## src/rtl/sa_skew_feeder.sv

```systemverilog
// Buffers a 3x3 window and kernel, then streams them skewed into a 2x2 systolic
// array as a true convolution (pixel A[i] paired with K[8-i]).
module sa_skew_feeder #(
  parameter int DW    = 8,
  parameter int DRAIN = 2
) (
  input  logic          clk,
  input  logic          rst,
  input  logic          ld_valid,
  output logic          ld_ready,
  input  logic [DW-1:0] pix_in,
  input  logic [DW-1:0] ker_in,
  output logic [DW-1:0] din0,
  output logic [DW-1:0] din1,
  output logic [DW-1:0] win0,
  output logic [DW-1:0] win1,
  output logic          sa_clear,
  output logic          busy,
  output logic          done
);

  typedef enum logic [2:0] {
    ST_LOAD,
    ST_CLEAR,
    ST_STREAM,
    ST_DRAIN,
    ST_DONE
  } state_t;

  localparam logic [3:0] DRAIN_LAST = (DRAIN == 0) ? 4'd0 : 4'(DRAIN - 1);

  state_t        state_reg;
  logic [3:0]    idx_reg;
  logic [2:0]    step_reg;
  logic [3:0]    drain_reg;
  logic [DW-1:0] a_mem [9];
  logic [DW-1:0] k_mem [9];

  logic [2:0]    step_next;
  logic [DW-1:0] din0_next;
  logic [DW-1:0] din1_next;
  logic [DW-1:0] win0_next;
  logic [DW-1:0] win1_next;
  logic          accept;

  assign accept    = ld_valid && ld_ready && (state_reg == ST_LOAD);
  assign step_next = (state_reg == ST_CLEAR) ? 3'd0 : step_reg + 3'd1;

  // Stream values for the step about to be presented; lane 1 idles on step 0.
  always_comb begin
    din0_next = '0;
    din1_next = '0;
    win0_next = '0;
    win1_next = '0;
    case (step_next)
      3'd0: begin
        din0_next = a_mem[0]; win0_next = k_mem[8];
      end
      3'd1: begin
        din0_next = a_mem[1]; win0_next = k_mem[7];
        din1_next = a_mem[3]; win1_next = k_mem[5];
      end
      3'd2: begin
        din0_next = a_mem[2]; win0_next = k_mem[6];
        din1_next = a_mem[4]; win1_next = k_mem[4];
      end
      3'd3: begin
        din0_next = a_mem[6]; win0_next = k_mem[2];
        din1_next = a_mem[5]; win1_next = k_mem[3];
      end
      3'd4: begin
        din0_next = a_mem[8]; win0_next = k_mem[0];
        din1_next = a_mem[7]; win1_next = k_mem[1];
      end
      default: ;
    endcase
  end

  always_ff @(posedge clk) begin
    if (!rst) begin
      state_reg <= ST_LOAD;
      idx_reg   <= '0;
      step_reg  <= '0;
      drain_reg <= '0;
      for (int i = 0; i < 9; i++) begin
        a_mem[i] <= '0;
        k_mem[i] <= '0;
      end
      ld_ready  <= 1'b1;
      sa_clear  <= 1'b0;
      busy      <= 1'b0;
      done      <= 1'b0;
      din0      <= '0;
      din1      <= '0;
      win0      <= '0;
      win1      <= '0;
    end else begin
      // Pulses and streams default low; only STREAM steps load real data.
      sa_clear <= 1'b0;
      done     <= 1'b0;
      din0     <= '0;
      din1     <= '0;
      win0     <= '0;
      win1     <= '0;
      case (state_reg)
        ST_LOAD: begin
          if (accept) begin
            a_mem[idx_reg] <= pix_in;
            k_mem[idx_reg] <= ker_in;
            if (idx_reg == 4'd8) begin
              state_reg <= ST_CLEAR;
              idx_reg   <= '0;
              ld_ready  <= 1'b0;
              busy      <= 1'b1;
              sa_clear  <= 1'b1;
            end else begin
              idx_reg <= idx_reg + 4'd1;
            end
          end
        end
        ST_CLEAR: begin
          state_reg <= ST_STREAM;
          step_reg  <= step_next;
          din0      <= din0_next;
          din1      <= din1_next;
          win0      <= win0_next;
          win1      <= win1_next;
        end
        ST_STREAM: begin
          if (step_reg == 3'd4) begin
            if (DRAIN == 0) begin
              state_reg <= ST_DONE;
              done      <= 1'b1;
            end else begin
              state_reg <= ST_DRAIN;
              drain_reg <= '0;
            end
          end else begin
            step_reg <= step_next;
            din0     <= din0_next;
            din1     <= din1_next;
            win0     <= win0_next;
            win1     <= win1_next;
          end
        end
        ST_DRAIN: begin
          if (drain_reg == DRAIN_LAST) begin
            state_reg <= ST_DONE;
            done      <= 1'b1;
          end else begin
            drain_reg <= drain_reg + 4'd1;
          end
        end
        ST_DONE: begin
          state_reg <= ST_LOAD;
          idx_reg   <= '0;
          busy      <= 1'b0;
          ld_ready  <= 1'b1;
        end
        default: begin
          state_reg <= ST_LOAD;
          idx_reg   <= '0;
          busy      <= 1'b0;
          ld_ready  <= 1'b1;
        end
      endcase
    end
  end

endmodule

```

## config.mk

```make
export PLATFORM = sky130hd
export DESIGN_NAME = sa_skew_feeder
export DESIGN_NICKNAME = d
export VERILOG_FILES = /design/src/rtl/sa_skew_feeder.sv
export SDC_FILE = /design/constraint.sdc
export NUM_CORES = 1
export LEC_CHECK = 0
export CORE_MARGIN = 2
export CORE_UTILIZATION = 64
export CTS_CLUSTER_SIZE = 25
export DETAILED_ROUTE_END_ITERATION = 10
export GPL_TIMING_DRIVEN = 1
export HOLD_SLACK_MARGIN = 0.15
export PLACE_DENSITY_LB_ADDON = 0.25
export SYNTH_ARGS = -nofsm -noshare
export SYNTH_HDL_FRONTEND = slang
export SYNTH_SLANG_ARGS = --single-unit
export TNS_END_PERCENT = 1
```

## constraint.sdc

```tcl
create_clock -name clk -period 6.1 [get_ports clk]
set_input_delay 0.61 -clock clk [delete_from_list [all_inputs] [get_ports clk]]
set_output_delay 0.61 -clock clk [all_outputs]
set_load 0.1 [all_outputs]
```

==> flow_summary.json, run 1 <==
{
  "fin_crit_sh_pct": 64.3,
  "cts_buffer_depth": 2,
  "drc": 0,
  "cp.arrival_ps": 3980,
  "drt_iter0_drc": 703,
  "grt_pass1_wl_mm": 31.5,
  "setup-tns-final_ps": 0,
  "pwr_density_cell_nw_per_um2": 280,
  "vias_per_cell": 6.49,
  "coreArea_um2": 13300,
  "critical_path.cell_chain": "inv_1, ha_1, nand3b_1, nor3_2, nand2b_1",
  "clockRootBuffer": "clkbuf_16",
  "die_y_um": 121,
  "status": "finished, final reports clean",
  "r2r_end": "k_mem[8][0]",
  "async_flop_share_pct": 0,
  "synth_ff_type": "edfxtp_1",
  "p_int_mw": 2.17,
  "start_util_pct": 65.6,
  "postSynthCellCount": 736,
  "area_growth_pct": 12.7,
  "vias": 6127,
  "crit_type": "reg2reg",
  "crit_slowest_cell": "ha_1",
  "die_area_um2": 14600,
  "firstDrtPassIters": 5,
  "ys_ff_latch": 194,
  "grt_pass1_vias": 6181,
  "seqPwrFrac_pct": 53.5,
  "synth_area_leaders": "edfxtp_1 (50%), and3_1 (13%), dfxtp_1 (11%)",
  "min_path_type": "reg2reg",
  "grt-ovfl-total": 0,
  "track_usage_pct": 28.7,
  "cp-end-kind": "register",
  "wl_mm": 20.0,
  "synthTopCellsByCount": "and3_1 (175), edfxtp_1 (144), nand2_1 (71), dfxtp_1 (50)",
  "slew_headroom_pct": 15.6,
  "rrSetupSlack_ps": 2180,
  "synth_top_area_share_pct": 49.6,
  "drv_cap": 0,
  "clkPwrFrac_pct": 42.2,
  "max_freq_mhz": 255,
  "power_frac_comb_pct": 4.3,
  "gp_congestion": 0.862,
  "cp-start-kind": "register",
  "crit_cells": 5,
  "rows": 42,
  "syn_nets": 763,
  "worst_pin_slew_ps": 1270,
  "setup_viol": 0,
  "antenna_found_initial": 0,
  "final.setup_skew_ps": 6.38,
  "critPathBufInv": 1,
  "num_antenna_cells": 0,
  "cts_setup_buffers": 0,
  "slew_viol_final": 0,
  "cp_top_family": "simple AND/OR/NAND/NOR gates",
  "yosysMostFrequentCell": "and3_1",
  "yosys.area.top_type": "edfxtp_1",
  "drive_gt1_share_pct": 10.4,
  "regToRegStartpoint": "idx_reg[0]",
  "boundaryPins": 55,
  "wl_per_cell_um": 21.2,
  "cpPeakStageDelay_ps": 1020,
  "io_buffer_count": 54,
  "grt_setup_unrepaired": "false",
  "ctsResizeCount": 0,
  "ant_nets": 0,
  "numClockSinks": 194,
  "synth_edf_count": 144,
  "grt_max_degree": 75,
  "worstPathRequired_ps": 6160,
  "dieWidth_um": 121,
  "htreeDepth": 4,
  "synth_cell_types": 52,
  "syn_area_um2": 8720,
  "yosysSeqAreaShare_pct": 61.1,
  "cts_tree": "done",
  "top_regs": "a_mem (72), k_mem (72)",
  "cts_hold_buf": 0,
  "clk_latency_ps": 430,
  "synth_warnings": 0,
  "leakage_nw": 4.06,
  "worstSetupStartpoint": "idx_reg[0]",
  "clk_pin_slew_ps": 70,
  "dp_hpwl_mm": 11.9,
  "p_sw_uw": 580,
  "final_nets": 782,
  "p_sw_share_pct": 21.1,
  "crit_fanout": 35,
  "dpl_worst_slack_ps": 2250,
  "min_period_ps": 3920,
  "setup_ws_ps": 2180,
  "peakVddDrop_mv": 0.183,
  "r2r_cells": 5,
  "cts_buffers": 17,
  "synth.avg_cell_area_um2": 11.8,
  "critPathCapture": "k_mem[8][0]",
  "hold_violations": 0
}
## power groups by stage
stage | logic, mW | clock network [mW] | registers, mW
after detailed placement | 0.114 | 0 | 1.50
final | 0.117 | 1.16 | 1.47
after global routing | 0.125 | 1.22 | 1.48
after CTS | 0.115 | 1.16 | 1.47
after global placement | 0.109 | 0 | 1.50
after floorplan | 0.0678 | 0 | 1.49
## layout make-up
| class | instances | area [um2] |
|---|---|---|
| multi-input combinational | 465 | 3010 |
| timing repair buffer | 61 | 593 |
| clock inverter | 13 | 154 |
| inverter | 16 | 60.1 |
| clock buffer | 19 | 464 |
| sequential | 194 | 5330 |
| fill | 889 | 3470 |
| tap | 176 | 220 |
## logic make-up (layout without fill, tap and decap cells)
kind of cell / Yosys count / in the layout / share of synthesized area, %
compound gates: 103 / 103 / 7.21
xor+xnor: 6 / 6 / 0.775
mux: 33 / 33 / 4.23
flops: 194 / 194 / 61.1
buf+inv: 77 / 109 / 4.44
fa+ha+maj: 8 / 8 / 1.15
simple gates: 315 / 315 / 21.1
## cells in the final DEF (no fill, tap or decap), drive strengths merged, types with 19 or more instances in the layout
| master | instances |
|---|---|
| edfxtp | 144 |
| a21oi | 26 |
| clkbuf | 19 |
| o21ai | 30 |
| and3 | 175 |
| inv | 19 |
| mux2 | 31 |
| nand2 | 71 |
| clkdlybuf4s50 | 54 |
| dfxtp | 50 |
## layer usage
metal,vias up,track usage [%],part of all wire (%)
met5,-,0,0
met4,0,14.5,3.4
met3,69,5.28,7.7
met2,355,48.4,50
met1,2971,35.5,38
li1,2732,-,-
## worst min path at each step
stage | from | end | slack (ps) | cells past startpoint
after global placement | busy | busy | 450 | 1
after global routing | busy | busy | 490 | 1
after detailed placement | busy | busy | 450 | 1
after CTS | busy | busy | 480 | 1
after floorplan | drain_reg[0] | drain_reg[0] | 460 | 1
final | busy | busy | 480 | 1
## through the flow
| step | area [um2] | hold WS (ps) | std cells | util, % | power [mW] |
|---|---|---|---|---|---|
| after floorplan | 8720 | 465 | 736 | - | 1.56 |
| after global routing | 9830 | 491 | 944 | 73.9 | 2.82 |
| after CTS | 9830 | 478 | 944 | 73.9 | 2.75 |
| after global placement | 9210 | 454 | 912 | 69.3 | 1.61 |
| after detailed placement | 9210 | 454 | 912 | 69.3 | 1.61 |
| final | 9830 | 476 | 944 | 73.9 | 2.75 |
No activity file was read; power rests on OpenSTA's default activity.
==> run 2: changes to the inputs <==
- CORE_UTILIZATION: 64 -> 53
- clock period: 6.1 -> 3.46 ns (I/O delays scaled with it)
==> run 2 against run 1 <==
Net effect: flip-flop and latch count did not move; die area rose by 20%; critical path type unchanged; cell count rose by 5.6%; sequential power rose by 76%; register-to-register slack got worse by 1300 ps; hold slack improved by 33 ps.
==> flow_summary.json, run 2 (synthesis results as in run 1) <==
{
  "layout_commonest_cell": "and3_1",
  "drc": 0,
  "dieWidth_um": 132,
  "peakVddDrop_mv": 0.356,
  "cts_hold_buf": 0,
  "slew_viol_final": 0,
  "final_nets": 796,
  "final_cell_mix": "and3_1 (175), edfxtp_1 (144), nand2_1 (71)",
  "grt-ovfl-total": 0,
  "worst_pin_slew_ps": 979,
  "top_regs": "a_mem (72), k_mem (72)",
  "cp-end-kind": "register",
  "cts_buffers": 17,
  "gp_congestion": 0.823,
  "dp_hpwl_mm": 12.3,
  "coreArea_um2": 16000,
  "drv_cap": 0,
  "drive_gt1_share_pct": 11.8,
  "utilization_pct": 62.2,
  "worstSetupStartpoint": "step_reg[0]",
  "num_antenna_cells": 0,
  "crit_fanout": 73,
  "wl_per_cell_um": 20.1,
  "start_util_pct": 54.5,
  "clockRootBuffer": "clkbuf_16",
  "track_usage_pct": 23.2,
  "cts_setup_buffers": 0,
  "fin_crit_sh_pct": 73.4,
  "cpPeakStageDelay_ps": 650,
  "io_buffer_count": 54,
  "rows": 46,
  "numClockSinks": 194,
  "grt_max_degree": 74,
  "drt_iter0_drc": 535,
  "crit_slowest_cell": "buf_4",
  "ctsResizeCount": 0,
  "critPathCapture": "win0[5]",
  "grt_pass1_vias": 5900,
  "power_mw": 4.79,
  "cts_tree": "done",
  "regToRegStartpoint": "step_reg[0]",
  "fillCellCount": 1243,
  "grt_pass1_wl_mm": 31.0,
  "wl_mm": 20.0,
  "die_y_um": 132,
  "cp.arrival_ps": 2880,
  "htreeDepth": 4,
  "min_period_ps": 2540,
  "ant_nets": 0,
  "pwr_density_cell_nw_per_um2": 481,
  "area_growth_pct": 14.2,
  "worstPathRequired_ps": 3800,
  "r2r_end": "win0[5]",
  "cp-start-kind": "register",
  "boundaryPins": 55,
  "clk_pin_slew_ps": 70,
  "grt_setup_unrepaired": "false",
  "clk_latency_ps": 440,
  "firstDrtPassIters": 6,
  "critical_path.cell_chain": "buf_4, nand2b_1, nand3_1, nand3_1, a21oi_1",
  "vias_per_cell": 5.97,
  "final.setup_skew_ps": 5.86,
  "r2r_cells": 5,
  "critical_path.most_common_cell": "nand3_1",
  "leakage_nw": 4.11,
  "antenna_found_initial": 0,
  "rrSetupSlack_ps": 920,
  "status": "finished, final reports clean",
  "min_path_type": "reg2reg",
  "critPathBufInv": 1,
  "vias": 5951,
  "cts_buffer_depth": 2,
  "crit_cells": 5,
  "die_area_um2": 17500,
  "crit_type": "reg2reg",
  "setup-tns-final_ps": 0,
  "cp_top_family": "simple AND/OR/NAND/NOR gates",
  "max_freq_mhz": 394,
  "hold_violations": 0,
  "setup_viol": 0,
  "slew_headroom_pct": 34.6
}
## run 2: changes by cell type in the layout (fill, tap and decap cells not counted), sizes merged
cell,previous run,this run
clkbuf,19,18
buf,7,21
## run 2: how the worst min path moves through the flow
stage	startpoint	to	slack, ps	cells past startpoint
6_report	idx_reg[1]	idx_reg[1]	510	2
5_1_grt	busy	busy	550	1
4_1_cts	idx_reg[1]	idx_reg[1]	510	2
3_5_place_dp	busy	busy	490	1
3_3_place_gp	drain_reg[0]	drain_reg[0]	490	1
2_1_floorplan	drain_reg[0]	drain_reg[0]	460	1
## run 2: metrics by stage
stage	hold slack [ps]	setup slack (ps)	cell area, um2	cells
after floorplan	465	926	8720	736
after global placement	489	795	9360	966
after detailed placement	495	726	9360	966
after CTS	514	969	9950	997
after global routing	550	715	9950	997
final	510	922	9950	997
## run 2: cell type report
class,instances,area [um2],area share (%)
Sequential cell,194,5330,53.5
Multi-Input combinational cell,465,3010,30.2
Clock inverter,13,158,1.58
Tap cell,216,270,2.72
Timing Repair Buffer,75,698,7.02
Inverter,16,60.1,0.604
Clock buffer,18,429,4.31
## run 2: worst reg2reg max path, cell delays in order (launching register included)
cell	delay, ps
dfxtp_2	340
buf_4	650
nand2b_1	310
nand3_1	160
nand3_1	600
a21oi_1	380
## run 2: routing by layer
layer	vias up	global-route usage, %	share of wire, %
li1	2766	-	-
met1	2880	29.0	41
met3	46	5.50	7.3
met2	259	38.5	49
met5	-	0	0
met4	0	10.2	2.9
## run 2: where the power goes
part | leakage [nW] | total, mW | internal [mW] | switching (mW)
sequential | 1.89 | 2.59 | 2.57 | 0.0230
clock | 0.282 | 1.98 | 1.13 | 0.848
combinational | 1.94 | 0.213 | 0.0649 | 0.148
total | 4.11 | 4.79 | 3.77 | 1.02
==> run 3: changes to the inputs <==
- CORE_UTILIZATION: 53 -> 59
- clock period: 3.46 -> 2.5 ns (I/O delays scaled with it)
==> run 3 against run 2 <==
Net effect: clock skew increased by 2.6 ps; global-route usage up 3.3 points; first-iteration DRC count up 17%; routed wire length is 2.5% higher; sequential share of layout area fell by 0.28 points; non-clock buffer count is 17 higher; cell area is 0.54% higher; maximum frequency increased by 24%; die area shrank 9.9%; core utilization is 6.9 points higher; setup slack got worse by 480 ps; largest power group unchanged.
==> flow_summary.json, run 3 (synthesis results as in run 1) <==
{
  "rrSetupSlack_ps": 450,
  "slew_viol_final": 0,
  "layout_commonest_cell": "and3_1",
  "dieWidth_um": 126,
  "holdPathStages": 1,
  "gr-usage-met1_pct": 33.8,
  "setup_viol": 0,
  "min_path_type": "reg2reg",
  "grt_max_degree": 50,
  "status": "finished, final reports clean",
  "cp-end-kind": "register",
  "numClockSinks": 194,
  "min_from": "busy",
  "drv_cap": 0,
  "ant_nets": 0,
  "dpl_worst_slack_ps": 305,
  "worstHoldEndpoint": "busy",
  "boundaryPins": 55,
  "slew_headroom_pct": 63.8,
  "io_buffer_count": 54,
  "cp.arrival_ps": 2390,
  "crit_type": "reg2reg",
  "top_regs": "a_mem (72), k_mem (72)",
  "use_met2_pct": 45.1,
  "worst_pin_slew_ps": 529,
  "rows": 44,
  "power_mw": 6.74,
  "ctsResizeCount": 0,
  "grt_setup_unrepaired": "false",
  "met3_usage_pct": 4.19,
  "firstDrtPassIters": 5,
  "top_usage_layer": "met2",
  "track_usage_pct": 26.5,
  "cts_tree": "done",
  "drive_gt1_share_pct": 18.5,
  "wl_mm": 20.5,
  "r2r_end": "din0[6]",
  "leakage_nw": 4.30,
  "regToRegStartpoint": "step_reg[0]",
  "max_freq_mhz": 487,
  "setup_ws_ps": 445,
  "hold_violations": 0,
  "vias_per_cell": 6.21,
  "grt_pass1_wl_mm": 32.1,
  "grt-ovfl-total": 0,
  "clockRootBuffer": "clkbuf_16",
  "die_area_um2": 15800,
  "pwr_density_cell_nw_per_um2": 674,
  "grt_pass1_vias": 6055,
  "coreArea_um2": 14500,
  "final.setup_skew_ps": 8.43,
  "start_util_pct": 60.2,
  "crit_fanout": 31,
  "clk_pin_slew_ps": 70,
  "die_y_um": 126,
  "vias": 6103,
  "cts_hold_buf": 0,
  "setup-tns-final_ps": 0,
  "dp_hpwl_mm": 12.6,
  "r2r_cells": 6,
  "drt_iter0_drc": 625,
  "worstSetupStartpoint": "step_reg[0]",
  "cp-start-kind": "register",
  "clk_latency_ps": 440,
  "htreeDepth": 4,
  "drc": 0,
  "peakVddDrop_mv": 0.379,
  "gp_congestion": 0.789,
  "antenna_found_initial": 0,
  "final_nets": 813,
  "wl_per_cell_um": 20.9,
  "worstPathRequired_ps": 2840,
  "cts_buffer_depth": 2,
  "fin_crit_sh_pct": 82.2,
  "min_period_ps": 2050,
  "num_antenna_cells": 0,
  "final_cell_mix": "and3_1 (175), edfxtp_1 (144), buf_4 (73)",
  "area_growth_pct": 14.8,
  "cts_setup_buffers": 0,
  "cts_buffers": 17
}
## run 3: where the power goes
part | leakage, nW | switching (mW) | internal [mW] | total, mW
sequential | 1.89 | 0.0329 | 3.55 | 3.59
combinational | 2.10 | 0.209 | 0.104 | 0.313
clock | 0.310 | 1.15 | 1.69 | 2.84
total | 4.30 | 1.39 | 5.35 | 6.74
## run 3: area by class of cell
| type | count | area (um2) |
|---|---|---|
| multi-input combinational | 465 | 3010 |
| timing repair buffer | 92 | 748 |
| sequential | 194 | 5330 |
| inverter | 16 | 60.1 |
| tap | 184 | 230 |
| clock inverter | 8 | 95.1 |
| fill | 1025 | 4470 |
| clock buffer | 24 | 534 |
## run 3: how the worst max path moves through the flow
stage	slack, ps	end
after floorplan	280	din1[4]
after global placement	380	k_mem[0][3]
after detailed placement	300	k_mem[1][3]
after CTS	490	din0[6]
after global routing	350	din0[6]
final	450	din0[6]
## run 3: worst max-delay path, cell delays in order, from the launching register on
cell     delay (ps)
dfxtp_2         330
ha_1            290
xnor2_2         400
and3_1          210
buf_4           360
nand2_1         110
a31oi_1         230
## run 3: stage by stage
step           area (um2)  hold slack [ps]  util (%)  std cells
5_1_grt             10000              514      69.1        983
2_1_floorplan        8720              422         -        736
4_1_cts             10000              501      69.1        983
6_report            10000              491      69.1        983
3_3_place_gp         9380              456      64.8        951
3_5_place_dp         9380              476      64.8        951
## run 3: layer usage
metal | part of all wire (%) | vias to the layer above
met5 | 0 | -
met4 | 2.3 | 0
met3 | 7.7 | 42
met2 | 50 | 291
met1 | 40 | 2959
li1 | - | 2811
